File: src/rtl/ift_pkg.sv
// Shared definitions for information-flow-tracking (IFT) primitive cells.
package ift_pkg;

    // Default number of taint labels tracked per signal
    localparam int IFT_TAG_W = 32;

    // One bit per label source; a set bit means that label may influence the value
    typedef logic [IFT_TAG_W-1:0] tag_t;

    // Union of two label sets
    function automatic tag_t tag_or(input tag_t a, input tag_t b);
        return a | b;
    endfunction

endpackage

File: src/rtl/ift_shiftx_comb.sv
// Combinational core of the tainted logical right shift: data result plus
// the label set of everything that can influence that result.
module ift_shiftx_comb
    import ift_pkg::*;
#(
    parameter int A_W   = 2,
    parameter int B_W   = 2,
    parameter int Y_W   = 2,
    parameter int TAG_W = IFT_TAG_W
) (
    input  logic [A_W-1:0]   a,
    input  logic [TAG_W-1:0] a_t,
    input  logic [B_W-1:0]   b,
    input  logic [TAG_W-1:0] b_t,
    output logic [Y_W-1:0]   y,
    output logic [TAG_W-1:0] y_t
);

    // B is compared in a width wide enough to hold A_W, so large shift
    // amounts never wrap back into range.
    localparam int A_CNT_W = $clog2(A_W) + 1;
    localparam int CMP_W   = (B_W > A_CNT_W) ? B_W : A_CNT_W;
    localparam int PAD_W   = A_W + Y_W;

    logic [CMP_W-1:0] b_ext;
    logic             a_selected;
    logic [PAD_W-1:0] padded;
    logic [PAD_W-1:0] shifted;

    // A is zero-extended above its top bit so result bits past the end of A
    // read 0; an over-long shift empties the vector entirely.
    always_comb begin
        b_ext      = CMP_W'(b);
        a_selected = (b_ext < CMP_W'(A_W));
        padded     = {{Y_W{1'b0}}, a};
        shifted    = padded >> b;
        y          = shifted[Y_W-1:0];
    end

    // B always steers the result; A's labels reach Y only when some A bit
    // is actually selected, regardless of A's data value.
    always_comb begin
        y_t = b_t | (a_selected ? a_t : {TAG_W{1'b0}});
    end

endmodule

File: src/rtl/shiftx_ift.sv
// Registered tainted logical right shift (Y = A >> B) for IFT netlists.
// One-cycle latency, a new operand accepted every clock.
module shiftx_ift
    import ift_pkg::*;
#(
    parameter int A_W   = 2,
    parameter int B_W   = 2,
    parameter int Y_W   = 2,
    parameter int TAG_W = IFT_TAG_W
) (
    input  logic             clk,
    input  logic             rst_n,
    input  logic [A_W-1:0]   A,
    input  logic [TAG_W-1:0] A_t,
    input  logic [B_W-1:0]   B,
    input  logic [TAG_W-1:0] B_t,
    output logic [Y_W-1:0]   Y,
    output logic [TAG_W-1:0] Y_t
);

    if (A_W < 1 || B_W < 1 || Y_W < 1 || TAG_W < 1) begin : g_bad_width
        $error("shiftx_ift: all widths must be at least 1");
    end

    logic [Y_W-1:0]   y_next;
    logic [TAG_W-1:0] y_t_next;

    ift_shiftx_comb #(
        .A_W   (A_W),
        .B_W   (B_W),
        .Y_W   (Y_W),
        .TAG_W (TAG_W)
    ) u_comb (
        .a   (A),
        .a_t (A_t),
        .b   (B),
        .b_t (B_t),
        .y   (y_next),
        .y_t (y_t_next)
    );

    // Output register; reset clears data and taint at once and wins over a coincident edge
    always_ff @(posedge clk or negedge rst_n) begin
        if (!rst_n) begin
            Y   <= '0;
            Y_t <= '0;
        end else begin
            Y   <= y_next;
            Y_t <= y_t_next;
        end
    end

endmodule

File: config.mk
export PLATFORM = sky130hd
export DESIGN_NAME = shiftx_ift
export DESIGN_NICKNAME = d
export VERILOG_FILES = /design/src/rtl/ift_pkg.sv /design/src/rtl/ift_shiftx_comb.sv /design/src/rtl/shiftx_ift.sv
export SDC_FILE = /design/constraint.sdc
export NUM_CORES = 1
export LEC_CHECK = 0
export CAP_MARGIN = 25
export CORE_MARGIN = 1
export CORE_UTILIZATION = 30
export CTS_CLUSTER_DIAMETER = 60
export DETAILED_ROUTE_END_ITERATION = 8
export PLACE_DENSITY = 0.78
export RECOVER_POWER = 50
export SETUP_SLACK_MARGIN = 0.1
export SLEW_MARGIN = 20
export SYNTH_ARGS = -nofsm -noshare
export SYNTH_HDL_FRONTEND = slang
export SYNTH_SLANG_ARGS = --single-unit
export TNS_END_PERCENT = 100
File: constraint.sdc
create_clock -name clk -period 0.8 [get_ports clk]
set_clock_uncertainty 0.15 [all_clocks]
set_input_delay 0.24 -clock clk [delete_from_list [all_inputs] [get_ports clk]]
set_output_delay 0.24 -clock clk [all_outputs]
set_load 0.02 [all_outputs]
# After elaboration in Yosys (flattened, before gate mapping)
# Index checks and enable logic that the tools add are counted.
word_totals:
  regBits: 34
  in_bits: 70
classes:
  n_lt_le_gt_ge: 1
  shift: 1
  n_mux: 1
  bitwise_logic: 1
op_table:
  columns: ["op", "n"]
  rows:
  - ["32-bit two-way mux", 1]
  - ["32-bit bitwise OR", 1]
  - ["2-bit < comparator, second input constant", 1]
  - ["2-bit by 2-bit >> shifter with 2-bit output", 1]

# Longest topological paths before layout
logic_depth:
  ltp_word: 3
  depth_mapped: 3
  depth_no_buf: 2

# Hierarchy
# Synthesis repeated with hierarchy kept, for this count alone.
unflattened:
  cells_unflattened: 73
  area_unflattened_um2: 1152.4
by_module_without_submodules:
  columns: ["module", "instances", "cells_each", "area_per_inst_um2", "seq_area_each_um2"]
  rows:
  - ["shiftx_ift", 1, 34, 850.8, 850.8]
  - ["ift_shiftx_comb", 1, 39, 301.5, 0.0]

# Worst setup path before layout
# No wires, ideal clock.
synth_timing:
  path_kind: "input port to flip-flop"
  startpoint: "input port B[1]"
  endpoint: "register Y_t[0]"
  arrival_ns: 0.545
  t_required_ns: 0.532
  setup_slack_ns: -0.013
  stages: 3
  n_path_buf: 1
  path_cell_list: "inv_2 buf_6 a21o_1"
synth_via:
  elab_chain_len: 3
synth_lines:
  columns: ["item", "line_no", "text"]
  rows:
  - ["from (decl)", "shiftx_ift.sv:15", "input logic [B_W-1:0] B,"]
  - ["2-bit < comparator", "ift_shiftx_comb.sv:34", "a_selected = (b_ext < CMP_W'(A_W));"]
  - ["32-bit two-way mux", "ift_shiftx_comb.sv:43", "y_t = b_t | (a_selected ? a_t : {TAG_W{1'b0}});"]
  - ["32-bit bitwise OR", "ift_shiftx_comb.sv:43", null]
  - ["named net u_comb.y_t[0]", "ift_shiftx_comb.sv:16", "output logic [TAG_W-1:0] y_t"]
  - ["to (signal assigned)", "shiftx_ift.sv:49", "Y_t <= y_t_next;"]
  - ["to (decl)", "shiftx_ift.sv:18", "output logic [TAG_W-1:0] Y_t"]
# The timed path passes the listed nets, and every way through them passes these cells.

# Worst setup path after layout
layout_timing:
  startpoint: "register Y_t[2]"
  endpoint: "output port Y_t[2]"
# No word-level cell between the ends.

==> impl_metrics.csv <==
group,metric,value,unit
drt,antenna_left,0,
setup_path,worstPathArrival,0.79,ns
grt,overflow,0,
setup_path,worstPathCellList,"buf_6",
yosys,synthCells,73,
yosys,ys_types,8,
yosys,synth_seq_cells,34,
power_and_ir_drop,powerDensity,1700,nW/µm²
floorplan,io_pins,104,
sta,timing.slew.headroom,71.0,%
yosys,synth-main-ff-cell,"dfrtp_1",
placed_design,place_area,2240,µm²
drt,dr.pass1.iters,6,
floorplan,start_util,31.5,%
yosys,synth_warnings,0,
cts,hold_buffers,0,
sta,period_share,147,%
cts,cts.path.max_buffers,2,
sta,drv_slew,0,
grt,grt_pass1_vias,1141,
yosys,synth_commonest_cells,"dfrtp_1, a21o_1, buf_6, a21o_2",
power_and_ir_drop,total_power,0.00389,W
cts,clock_sinks,34,
cts,cts_tree,"built",
setup_path,endpoint_kind,"output pin",
drt,wl,3.27,mm
yosys,synth.most_common_cell,"dfrtp_1",
cts,cts.reportedPaths.clkPinSlew,0.06,ns
floorplan,rows,22,
cts,cts_root_buf,"clkbuf_8",
floorplan,die_x,64.0,µm
floorplan,die_h,64.0,µm
setup_path,worst-path-max-fanout,1,
setup_path,crit_type,"flip-flop to output pin",
sta,fin_ws,-0.377,ns
sta,rsz0062_at_grt,"true",
drt,vias_per_cell,4.33,
yosys,synth_edf_count,0,
sta,max_slew.worst_pin.slew,0.434,ns
yosys,syn_area,1150,µm²
final_layout,num_antenna_cells,0,
status,violations,"hold timing, setup timing",
setup_path,slowest_stage,"dfrtp_1",
sta,min_period,1.18,ns
placed_design,gp_congestion,0.662,
setup_path,path_buf_inv,1,
placed_design,hpwl,2.45,mm
cts,cts_buffers,5,
cts,htree_num_levels,2,
status,status,"finished, violations left",
drt,route.detailed.drc,0,
setup_path,max_stage_delay,0.38,ns
drt,num_vias,1009,
hold_path,hp-class,"input pin to asynchronous set/reset pin",
final_layout,fin_area,2290,µm²
final_layout,drive_gt1_share,27.6,%
power_and_ir_drop,ir_drop,0.833,mV
final_layout,layout.nets,254,
floorplan,die_area,4090,µm²
yosys,netlist.area_leader.share,73.8,%
yosys,syn_avg_cell_area,15.8,µm²
job,maxCapViolations,0,
sta,hold_ws,-0.103,ns
setup_path,cp-start-kind,"flip-flop",
power_and_ir_drop,p_leak,1.21,nW
setup_path,cp.required,0.41,ns
drt,drtIter0Drc,16,
grt,grt_start_max_net_pins,35,
grt,antenna_found_initial,0,
grt,grt_pass1_wl,5.11,mm
yosys,async_reset_ff_share,100,%
sta,hold_viol_final,34,
grt,grt_use_total,16.8,%
sta,setup_violations,34,
floorplan,core_area,3660,µm²
drt,avgRoutedWirePerCell,14.0,µm
final_layout,area_growth,98.7,%
setup_path,cpLargestDelayFamily,"flip-flops",
yosys,yosysSeqAreaShare,73.8,%
yosys,synth.area.top_cells,"dfrtp_1, a21o_1, buf_6",
sta,max_freq,0.849,GHz
yosys,synth_fp_nets,143,
yosys,synth_top_area_cell,"dfrtp_1",
placed_design,place.port_buffers,103,
-- final cells by class --
| class | count | area, µm² |
|---|---|---|
| fillers | 332 | 1370 |
| well taps | 48 | 60.1 |
| clock buffers | 7 | 86.3 |
| flip-flops and latches | 34 | 851 |
| multi-input cells | 35 | 269 |
| repair inverters | 1 | 6.26 |
| repair buffers | 106 | 1000 |
| clock inverters | 1 | 5.00 |
| inverters | 1 | 11.3 |
-- timing repair --
item                                   4_1_cts  5_1_grt
resized for setup                          282        1
gates cloned                                 1        1
setup endpoints to repair                   68       44
buffers inserted                             0        0
endpoints found under the hold margin        0       34
pin swaps                                   29        1
-- through the flow --
| step | setup TNS (ns) | utilization (%) | worst slack (ns) | cells | hold slack (ns) |
|---|---|---|---|---|---|
| 6_report | -12.37 | 62.5 | -0.377 | 233 | -0.103 |
| 3_5_place_dp | -41.74 | 61.2 | -0.617 | 223 | 0.480 |
| 4_1_cts | -12.82 | 63.0 | -0.393 | 232 | 0.0924 |
| 5_1_grt | -13.48 | 62.5 | -0.416 | 233 | -0.0544 |
| 2_1_floorplan | -0.205 | - | -0.00602 | 73 | -0.206 |
| 3_3_place_gp | -40.75 | 61.2 | -0.593 | 223 | 0.478 |
-- flip-flops by register name, indices dropped and copies added (netlist names) --
| name | cells |
|---|---|
| Y_t | 32 |
| Y | 2 |
-- worst max path at each step --
stage,slack [ns],start,end,cells past startpoint
after detailed placement,-0.62,B[1],Y_t[30]$_DFF_PN0_,3
final,-0.38,Y_t[2]$_DFF_PN0_,Y_t[2],1
after floorplan,-0.006,Y[0]$_DFF_PN0_,Y[0],0
after global placement,-0.59,B[1],Y_t[28]$_DFF_PN0_,3
after CTS,-0.39,Y_t[4]$_DFF_PN0_,Y_t[4],1
after global routing,-0.42,Y_t[4]$_DFF_PN0_,Y_t[4],1
-- power by group --
group	switching [W]	leakage (nW)	internal, W
sequential	0.0000503	0.378	0.00183
combinational	0.000334	0.785	0.000448
clock	0.000537	0.0482	0.000693
total	0.000922	1.21	0.00297
-- per-layer routing --
layer  up-vias  routed length, µm  track usage (%)
met5         -                  0                0
met4         0                 29             7.10
met3         4                270             5.00
met2        55               1790             31.0
met1       478               1180             17.4
li1        472                  -                -
-- cells by family (layout without fill, tap and decap cells) --
group | count (synthesis) | count (layout) | share of synthesized area (%)
AOI/OAI and AO/OA | 32 | 32 | 21.1
buffers and inverters | 4 | 116 | 3.26
and+or+nand+nor | 2 | 2 | 0.977
DFF | 34 | 34 | 73.8
muxes | 1 | 1 | 0.869
-- cells in the final DEF, fill, tap and decap left out, drive strengths merged --
cell type	instances
dlygate4sd2	66
buf	36
dfrtp	34
a21o	32
clkbuf	10
inv	2
nor3b	1
mux2i	1
nor2	1
clkinv	1
clkdlybuf4s15	1
Power figures use the tool's default switching activity.
